--- src/rtl/instr_enc_pkg.sv ---
// rtl/instr_enc_pkg.sv - class codes, MIPS opcode/funct constants and FSM states for instr_encoder
package instr_enc_pkg;

    localparam logic [3:0] CLS_ADD   = 4'd0;
    localparam logic [3:0] CLS_SUB   = 4'd1;
    localparam logic [3:0] CLS_AND   = 4'd2;
    localparam logic [3:0] CLS_OR    = 4'd3;
    localparam logic [3:0] CLS_SLT   = 4'd4;
    localparam logic [3:0] CLS_J     = 4'd5;
    localparam logic [3:0] CLS_BEQ   = 4'd6;
    localparam logic [3:0] CLS_ADDI  = 4'd7;
    localparam logic [3:0] CLS_ADDIU = 4'd8;
    localparam logic [3:0] CLS_SLTI  = 4'd9;
    localparam logic [3:0] CLS_ANDI  = 4'd10;
    localparam logic [3:0] CLS_ORI   = 4'd11;
    localparam logic [3:0] CLS_XORI  = 4'd12;
    localparam logic [3:0] CLS_LUI   = 4'd13;
    localparam logic [3:0] CLS_LW    = 4'd14;
    localparam logic [3:0] CLS_SW    = 4'd15;

    localparam logic [5:0] OP_RTYPE = 6'b000000;
    localparam logic [5:0] OP_J     = 6'b000010;
    localparam logic [5:0] OP_BEQ   = 6'b000100;
    localparam logic [5:0] OP_ADDI  = 6'b001000;
    localparam logic [5:0] OP_ADDIU = 6'b001001;
    localparam logic [5:0] OP_SLTI  = 6'b001010;
    localparam logic [5:0] OP_ANDI  = 6'b001100;
    localparam logic [5:0] OP_ORI   = 6'b001101;
    localparam logic [5:0] OP_XORI  = 6'b001110;
    localparam logic [5:0] OP_LUI   = 6'b001111;
    localparam logic [5:0] OP_LW    = 6'b100011;
    localparam logic [5:0] OP_SW    = 6'b101011;

    localparam logic [5:0] FN_ADD = 6'b100000;
    localparam logic [5:0] FN_SUB = 6'b100010;
    localparam logic [5:0] FN_AND = 6'b100100;
    localparam logic [5:0] FN_OR  = 6'b100101;
    localparam logic [5:0] FN_SLT = 6'b101010;

    localparam logic [31:0] NOP_WORD = 32'h0000_0000;

    typedef enum logic {
        S_RUN  = 1'b0,
        S_SLOT = 1'b1
    } state_t;

endpackage

--- src/rtl/instr_enc_word.sv ---
// rtl/instr_enc_word.sv - combinational packer from request fields to a 32-bit MIPS word
module instr_enc_word
    import instr_enc_pkg::*;
(
    input  logic [3:0]  i_cls,
    input  logic [4:0]  i_rs,
    input  logic [4:0]  i_rt,
    input  logic [4:0]  i_rd,
    input  logic [15:0] i_imm,
    input  logic [25:0] i_target,
    output logic [31:0] o_word
);

    logic [5:0] w_op;
    logic [5:0] w_funct;

    always_comb begin
        w_op    = OP_RTYPE;
        w_funct = FN_ADD;
        case (i_cls)
            CLS_ADD:   w_funct = FN_ADD;
            CLS_SUB:   w_funct = FN_SUB;
            CLS_AND:   w_funct = FN_AND;
            CLS_OR:    w_funct = FN_OR;
            CLS_SLT:   w_funct = FN_SLT;
            CLS_J:     w_op = OP_J;
            CLS_BEQ:   w_op = OP_BEQ;
            CLS_ADDI:  w_op = OP_ADDI;
            CLS_ADDIU: w_op = OP_ADDIU;
            CLS_SLTI:  w_op = OP_SLTI;
            CLS_ANDI:  w_op = OP_ANDI;
            CLS_ORI:   w_op = OP_ORI;
            CLS_XORI:  w_op = OP_XORI;
            CLS_LUI:   w_op = OP_LUI;
            CLS_LW:    w_op = OP_LW;
            CLS_SW:    w_op = OP_SW;
            default:   w_op = OP_RTYPE;
        endcase
    end

    always_comb begin
        o_word = NOP_WORD;
        if (i_cls <= CLS_SLT) begin
            o_word = {OP_RTYPE, i_rs, i_rt, i_rd, 5'b00000, w_funct};
        end else if (i_cls == CLS_J) begin
            o_word = {OP_J, i_target};
        end else if (i_cls == CLS_LUI) begin
            o_word = {w_op, 5'b00000, i_rt, i_imm};
        end else begin
            o_word = {w_op, i_rs, i_rt, i_imm};
        end
    end

endmodule

--- src/rtl/instr_encoder.sv ---
// rtl/instr_encoder.sv - imem program loader: encodes requests into sequential word writes
// Optional branch delay-slot NOP insertion: INSTR_ENC_DELAY_SLOT_EN
module instr_encoder
    import instr_enc_pkg::*;
#(
    parameter int ADDR_W = 6
) (
    input  logic              clk,
    input  logic              reset,
    input  logic              flush,
    input  logic              in_valid,
    output logic              in_ready,
    input  logic [3:0]        in_cls,
    input  logic [4:0]        in_rs,
    input  logic [4:0]        in_rt,
    input  logic [4:0]        in_rd,
    input  logic [15:0]       in_imm,
    input  logic [25:0]       in_target,
    output logic              imem_we,
    output logic [ADDR_W-1:0] imem_addr,
    output logic [31:0]       imem_wd,
    output logic [ADDR_W:0]   count,
    output logic              full,
    output logic              err
);

    localparam int              DEPTH   = 1 << ADDR_W;
    localparam logic [ADDR_W:0] DEPTH_V = (ADDR_W+1)'(DEPTH);
    localparam logic [ADDR_W:0] LAST_V  = (ADDR_W+1)'(DEPTH - 1);

    state_t              r_state;
    state_t              w_state_nxt;
    logic [ADDR_W:0]     r_alloc;
    logic [ADDR_W:0]     r_count;
    logic                r_we;
    logic [ADDR_W-1:0]   r_addr;
    logic [31:0]         r_wd;
    logic [31:0]         w_word;
    logic                w_full;
    logic                w_accept;
    logic                w_slot_go;

    instr_enc_word u_word (
        .i_cls    (in_cls),
        .i_rs     (in_rs),
        .i_rt     (in_rt),
        .i_rd     (in_rd),
        .i_imm    (in_imm),
        .i_target (in_target),
        .o_word   (w_word)
    );

    assign w_full   = (r_alloc == DEPTH_V);
    assign in_ready = !w_full && (r_state == S_RUN);
    assign w_accept = in_valid && in_ready;

`ifdef INSTR_ENC_DELAY_SLOT_EN
    logic w_branch;
    logic w_room2;
    logic r_err;

    assign w_branch  = (in_cls == CLS_J) || (in_cls == CLS_BEQ);
    assign w_room2   = (r_alloc < LAST_V);
    assign w_slot_go = w_accept && w_branch && w_room2;

    // Branch taking the very last slot: its NOP has nowhere to go.
    always_ff @(posedge clk) begin
        if (reset || flush) begin
            r_err <= 1'b0;
        end else if (w_accept && w_branch && !w_room2) begin
            r_err <= 1'b1;
        end
    end
    assign err = r_err;
`else
    assign w_slot_go = 1'b0;
    assign err       = 1'b0;
`endif

    always_ff @(posedge clk) begin
        if (reset) begin
            r_state <= S_RUN;
        end else begin
            r_state <= w_state_nxt;
        end
    end

    always_comb begin
        w_state_nxt = r_state;
        if (flush) begin
            w_state_nxt = S_RUN;
        end else if (r_state == S_SLOT) begin
            w_state_nxt = S_RUN;
        end else if (w_slot_go) begin
            w_state_nxt = S_SLOT;
        end
    end

    always_ff @(posedge clk) begin
        if (reset) begin
            r_alloc <= '0;
            r_count <= '0;
            r_we    <= 1'b0;
            r_addr  <= '0;
            r_wd    <= '0;
        end else if (flush) begin
            r_alloc <= '0;
            r_count <= '0;
            r_we    <= 1'b0;
        end else begin
            r_we <= 1'b0;
            if (r_state == S_SLOT) begin
                r_we    <= 1'b1;
                r_addr  <= r_addr + ADDR_W'(1);
                r_wd    <= NOP_WORD;
                r_count <= r_count + (ADDR_W+1)'(1);
            end else if (w_accept) begin
                r_we    <= 1'b1;
                r_addr  <= r_alloc[ADDR_W-1:0];
                r_wd    <= w_word;
                r_count <= r_count + (ADDR_W+1)'(1);
                r_alloc <= r_alloc + (w_slot_go ? (ADDR_W+1)'(2) : (ADDR_W+1)'(1));
            end
        end
    end

    assign imem_we   = r_we;
    assign imem_addr = r_addr;
    assign imem_wd   = r_wd;
    assign count     = r_count;
    assign full      = w_full;

endmodule

--- config.mk ---
export PLATFORM = sky130hd
export DESIGN_NAME = instr_encoder
export DESIGN_NICKNAME = d
export VERILOG_FILES = /design/src/rtl/instr_enc_pkg.sv /design/src/rtl/instr_enc_word.sv /design/src/rtl/instr_encoder.sv
export SDC_FILE = /design/constraint.sdc
export NUM_CORES = 1
export LEC_CHECK = 0
export ABC_AREA = 0
export CAP_MARGIN = 15
export CORE_ASPECT_RATIO = 1.4
export CORE_UTILIZATION = 57
export CTS_CLUSTER_DIAMETER = 200
export DETAILED_ROUTE_END_ITERATION = 16
export DONT_BUFFER_PORTS = 1
export GPL_TIMING_DRIVEN = 0
export PLACE_DENSITY_LB_ADDON = 0.1
export SETUP_SLACK_MARGIN = 0.15
export SYNTH_ARGS = -nofsm -noshare
export SYNTH_HDL_FRONTEND = slang
export SYNTH_SLANG_ARGS = --single-unit
--- constraint.sdc ---
create_clock -name clk -period 1.65 [get_ports clk]
set_input_delay 0.4125 -clock clk [delete_from_list [all_inputs] [get_ports clk]]
set_output_delay 0.4125 -clock clk [all_outputs]
set_load 0.1 [all_outputs]
* Yosys cells after proc, flatten, opt, wreduce, memory -nomap -nowiden
Cells that the tools add are included.
** Cells by class
- Mux-type cells :: 9
- Reductions and logical operators :: 4
- $lt $le $gt $ge :: 1
- Bitwise logic cells :: 1
- Equality and inequality tests :: 16
- $add $sub $neg :: 2
** Operators by type and width (number)
- $mux 32 :: 3
- $pmux 6 s10 :: 1
- $eq 4x4->1 const B :: 8
- $mux 26 :: 1
- $eq 4x3->1 const B :: 4
- $pmux 4 s4 :: 1
- $add 7x1->7 const B :: 2
- $eq 4x2->1 const B :: 2
- $eq 7x7->1 const B :: 1
- $mux 7 :: 1
- $mux 6 :: 1
- $eq 4x1->1 const B :: 1
- $le 4x3->1 const B :: 1
- $reduce_and 2->1 :: 1
- $reduce_or 2->1 :: 1
- $logic_and 1x1->1 :: 1
- $logic_not 1->1 :: 1
- $mux 1 :: 1
- $not 1->1 :: 1
** Word-level totals
- Word-level logic and storage cells :: 38
- Flip-flop bits (word level) :: 53

* Longest topological paths before layout
- Depth in word-level cells :: 5
- Mapped depth :: 8

* Cells and area by module
Synthesis repeated with hierarchy kept, for this count alone.
** Second synthesis, totals
- Cell total of the unflattened synthesis :: 352
- Area total of the unflattened synthesis :: 2658.8 um2
** Modules (own cells, without submodules)
- instr_encoder :: times used 1, area each 2037.0 um2, cells an instance 249
- instr_enc_word :: times used 1, area each 621.8 um2, cells an instance 103

* Worst setup path after synthesis
Ideal clock, no wire load.
- Kind :: flip-flop to output port
- Start :: register r_alloc[0]
- End :: output full
- Path buffers :: 0
- Setup slack :: -1187 ps
- Cell stages (with the launch flop) :: 6
- Data arrival time :: 2425 ps
- Cells stage by stage :: dfxtp_1 inv_1 ha_1 nor4bb_1 nand2_1 inv_1
** On the way
- Word-level cells in the longest chain between the ends :: 1
** Ends and longest elaborated chain
- start: declaration :: line instr_encoder.sv:33 : logic [ADDR_W:0] r_alloc;
- start signal: assignment :: line instr_encoder.sv:122 : r_alloc <= r_alloc + (w_slot_go ? (ADDR_W+1)'(2) : (ADDR_W+1)'(1));
- $eq 7x7->1 :: line instr_encoder.sv:53 : assign w_full = (r_alloc == DEPTH_V);
- end: declaration :: line instr_encoder.sv:23 : output logic full,
Every way passes these cells.

* Worst setup path after layout
Same ends and word-level chain as after synthesis.

==> results.md <==
- Setup crit start: r_alloc[0]
- Die width: just over 60 um
- Average size of a mapped cell: 9.25 um^2
- Die area: a little over 5000 um^2
- HP Class: in2reg
- Area of the multi-input gates: 1790 um^2
- DRC: 0
- Max Fclk: approximately 450 MHz
- N_diodes: 0
- Fillers: slightly below 300
- Vias in the first global route: ~2400
- Final Setup Violations: between 40 and 50
- Worst EP required: ~1200 ps
- Ys async rst share: 0%
- Mapped Cells: approximately 300
- Clk buf depth: 2
- # Max-Cap Violations: 0
- Design Power: ~0.0030 W
- FF/Latch Area: 1110 um^2
- Register area share after synthesis: 38.1%
- Vias post-DR: 2414
- VDD IR-drop max: roughly 0.00065 V
- Internal Pwr Total: approximately 0.0019 W
- Synthesized area: around 2700 um^2
- Gate power share: roughly 17%
- CP max FO: 2
- Share of layout cells above drive strength 1: ~60%
- Top FF cell, synth: dfxtp_1
- DRT Wirelength: around 7.4 mm
- Largest net degree at the start of global routing: 16
- Critical path arrival: around 1800 ps
- Die Span Y: between 80 and 90 um
- Initial antenna violation count: 0
- Unique masters post-synth: between 40 and 50
- IO Port Bufs: 0
- Tightest Pin Transition: ~760 ps
- # placed instances: 358
- Non-Filler Instances: between 300 and 400
- Power per cell area: around 800 nW/um^2
- CTS H-tree lvls: 2
- IO Count: ~110
- Switching Share: 36.7%
- Net Switching: around 0.0011 W
- Static leakage: about 1.3 nW
- Gr usage total: around 29%
- Run status: finished, violations left
- Synth warn: 0
- Post-route ant nets: 0
- Seq cells post-synth: 52
- P&R area growth vs syn: 37.2%
- Final Max Slew Viols: 0
- Fin util: around four fifths
- Num Clock Sinks: 52
- Failing checks: negative setup slack
- Post-layout min period: ~2200 ps
- First-pass GRT wire length: 11.1 mm
- Clock skew: 9.24 ps
- Worst slew margin: 49.6%
- DR pass1 iterations: 4
- Fin. Hold Viols: 0
- Rows: 29
- Number of flops mapped to enable cells by yosys: 0
- CTS Buf Count: 5
- Seq pwr share: 57.4%
- Wire per inst: 18.9 um
- Starting Density: roughly 60%
- Total grt overflow: 0
- CTS tree: built
- Setup crit start kind: flop
- Reg clk slew, reported paths: around 90 ps
- Final setup margin: -585 ps
- Placeable Area: 4570 um^2
- DR vias/cell: between 6 and 7
- DP HPWL: between 4 and 5 mm
- Clock power frac: between 20 and 30%
- DR iter-0 viols: 97
- Root Driver: clkbuf_8
- Crit share post-route: 135%
- Routability Congestion: 0.774
- Later-pin clock latency in the skew report: ~310 ps
- Worst setup EP type: output port
- Critical setup path kind: reg2out
- HP Start: in_target[8]
- Start of the worst register-to-register path: r_alloc[3]
- RSZ-0062 raised after global routing: yes
- Nets: about 400
==> timing repair <==
action	4_1_cts	5_1_grt
setup endpoints to repair	87	49
gates cloned	6	0
hold buffers	0	0
setup buffers	16	5
gates resized for setup	62	32
pin swaps	7	24
==> state kept, by name (all words and copies together), names as in the netlist <==
signal	flops
imem_wd	31
count	7
r_alloc	7
imem_addr	6
imem_we	1
==> synth_stat cells, types with 7 or more instances <==
| cell | number | area (um^2) |
|---|---|---|
| nand2_2 | 11 | 68.8 |
| a211oi_2 | 7 | 87.6 |
| nor2_1 | 34 | 128 |
| nand2_1 | 21 | 78.8 |
| a21oi_2 | 13 | 114 |
| nor3_2 | 12 | 120 |
| dfxtp_1 | 52 | 1040 |
| mux2i_1 | 13 | 130 |
| clkbuf_1 | 11 | 41.3 |
| a21oi_1 | 13 | 65.1 |
| nor3b_1 | 7 | 52.6 |
==> power by group through the flow <==
stage | registers [W] | logic (W) | clock network, W
CTS | 0.00172 | 0.000491 | 0.000767
floorplan | 0.00172 | 0.000331 | 0
global route | 0.00173 | 0.000553 | 0.000824
global placement | 0.00173 | 0.000379 | 0
finish | 0.00172 | 0.000518 | 0.000757
detailed placement | 0.00174 | 0.000385 | 0
==> cell type report <==
type	instances	area share (%)
timing repair buffer	27	10.7
tap	62	2.07
sequential	52	29.7
inverter	6	0.768
clock buffer	6	2.21
clock inverter	2	0.267
multi-input combinational	211	47.8
buffer	27	6.45
==> path summary, 6_finish.rpt <==
| kind | end | slack (ps) | depth (start not counted) |
|---|---|---|---|
| setup / recovery | full | -580 | 5 |
| hold / removal | imem_wd[8] | 260 | 2 |
| setup reg to reg | imem_wd[15] | -290 | 9 |
| hold reg to reg | r_alloc[6] | 510 | 2 |
==> worst max-delay path: stages (launching register included) <==
cell and delay (ps):
dfxtp_2 330, inv_2 70, ha_4 130, nor4bb_4 280
nand2_4 270, clkinvlp_4 430
==> cells in the final DEF (no fill, tap or decap), types with 3 or more instances in the layout <==
cell type and count:
a211o_1 6, a211oi_1 6, a211oi_2 7, a21oi_1 11, a21oi_2 15, a221oi_2 4
buf_12 9, buf_16 6, buf_2 4, buf_4 11, buf_6 11, clkbuf_1 11
clkbuf_8 6, dfxtp_2 46, dfxtp_4 4, inv_1 3, mux2i_1 13, nand2_1 15
nand2_2 9, nand2_4 8, nand3_1 3, nand4_1 6, nor2_1 15, nor2_4 19
nor3_1 6, nor3_2 12, nor3b_1 7, o211ai_1 4, o21ai_0 4, xnor2_1 3
xor2_1 6
==> layer usage <==
layer | track usage [%] | vias to the layer above | share of wire, %
met5 | 0 | - | 0
met4 | 11.4 | 0 | 3.0
met3 | 7.91 | 23 | 7.8
met2 | 52.2 | 113 | 55
met1 | 29.1 | 1152 | 34
li1 | - | 1126 | -
==> per-stage QoR <==
stage	area [um^2]	hold slack [ps]	setup slack, ps	TNS (ps)
after global routing	3740	271	-644	-14160
after detailed placement	3040	495	-322	-6490
after global placement	3040	483	-324	-6140
after floorplan	2960	471	-250	-1960
after CTS	3590	263	-599	-14350
final	3740	259	-585	-11740
==> logic make-up after synthesis <==
family,synth area share [%]
simple gates,22.7
compound gates,21.9
flops,38.1
buf+inv,7.75
mux,4.77
xor+xnor,3.21
fa+ha+maj,1.38
other cells,0.137
Power figures use the tool's default switching activity.
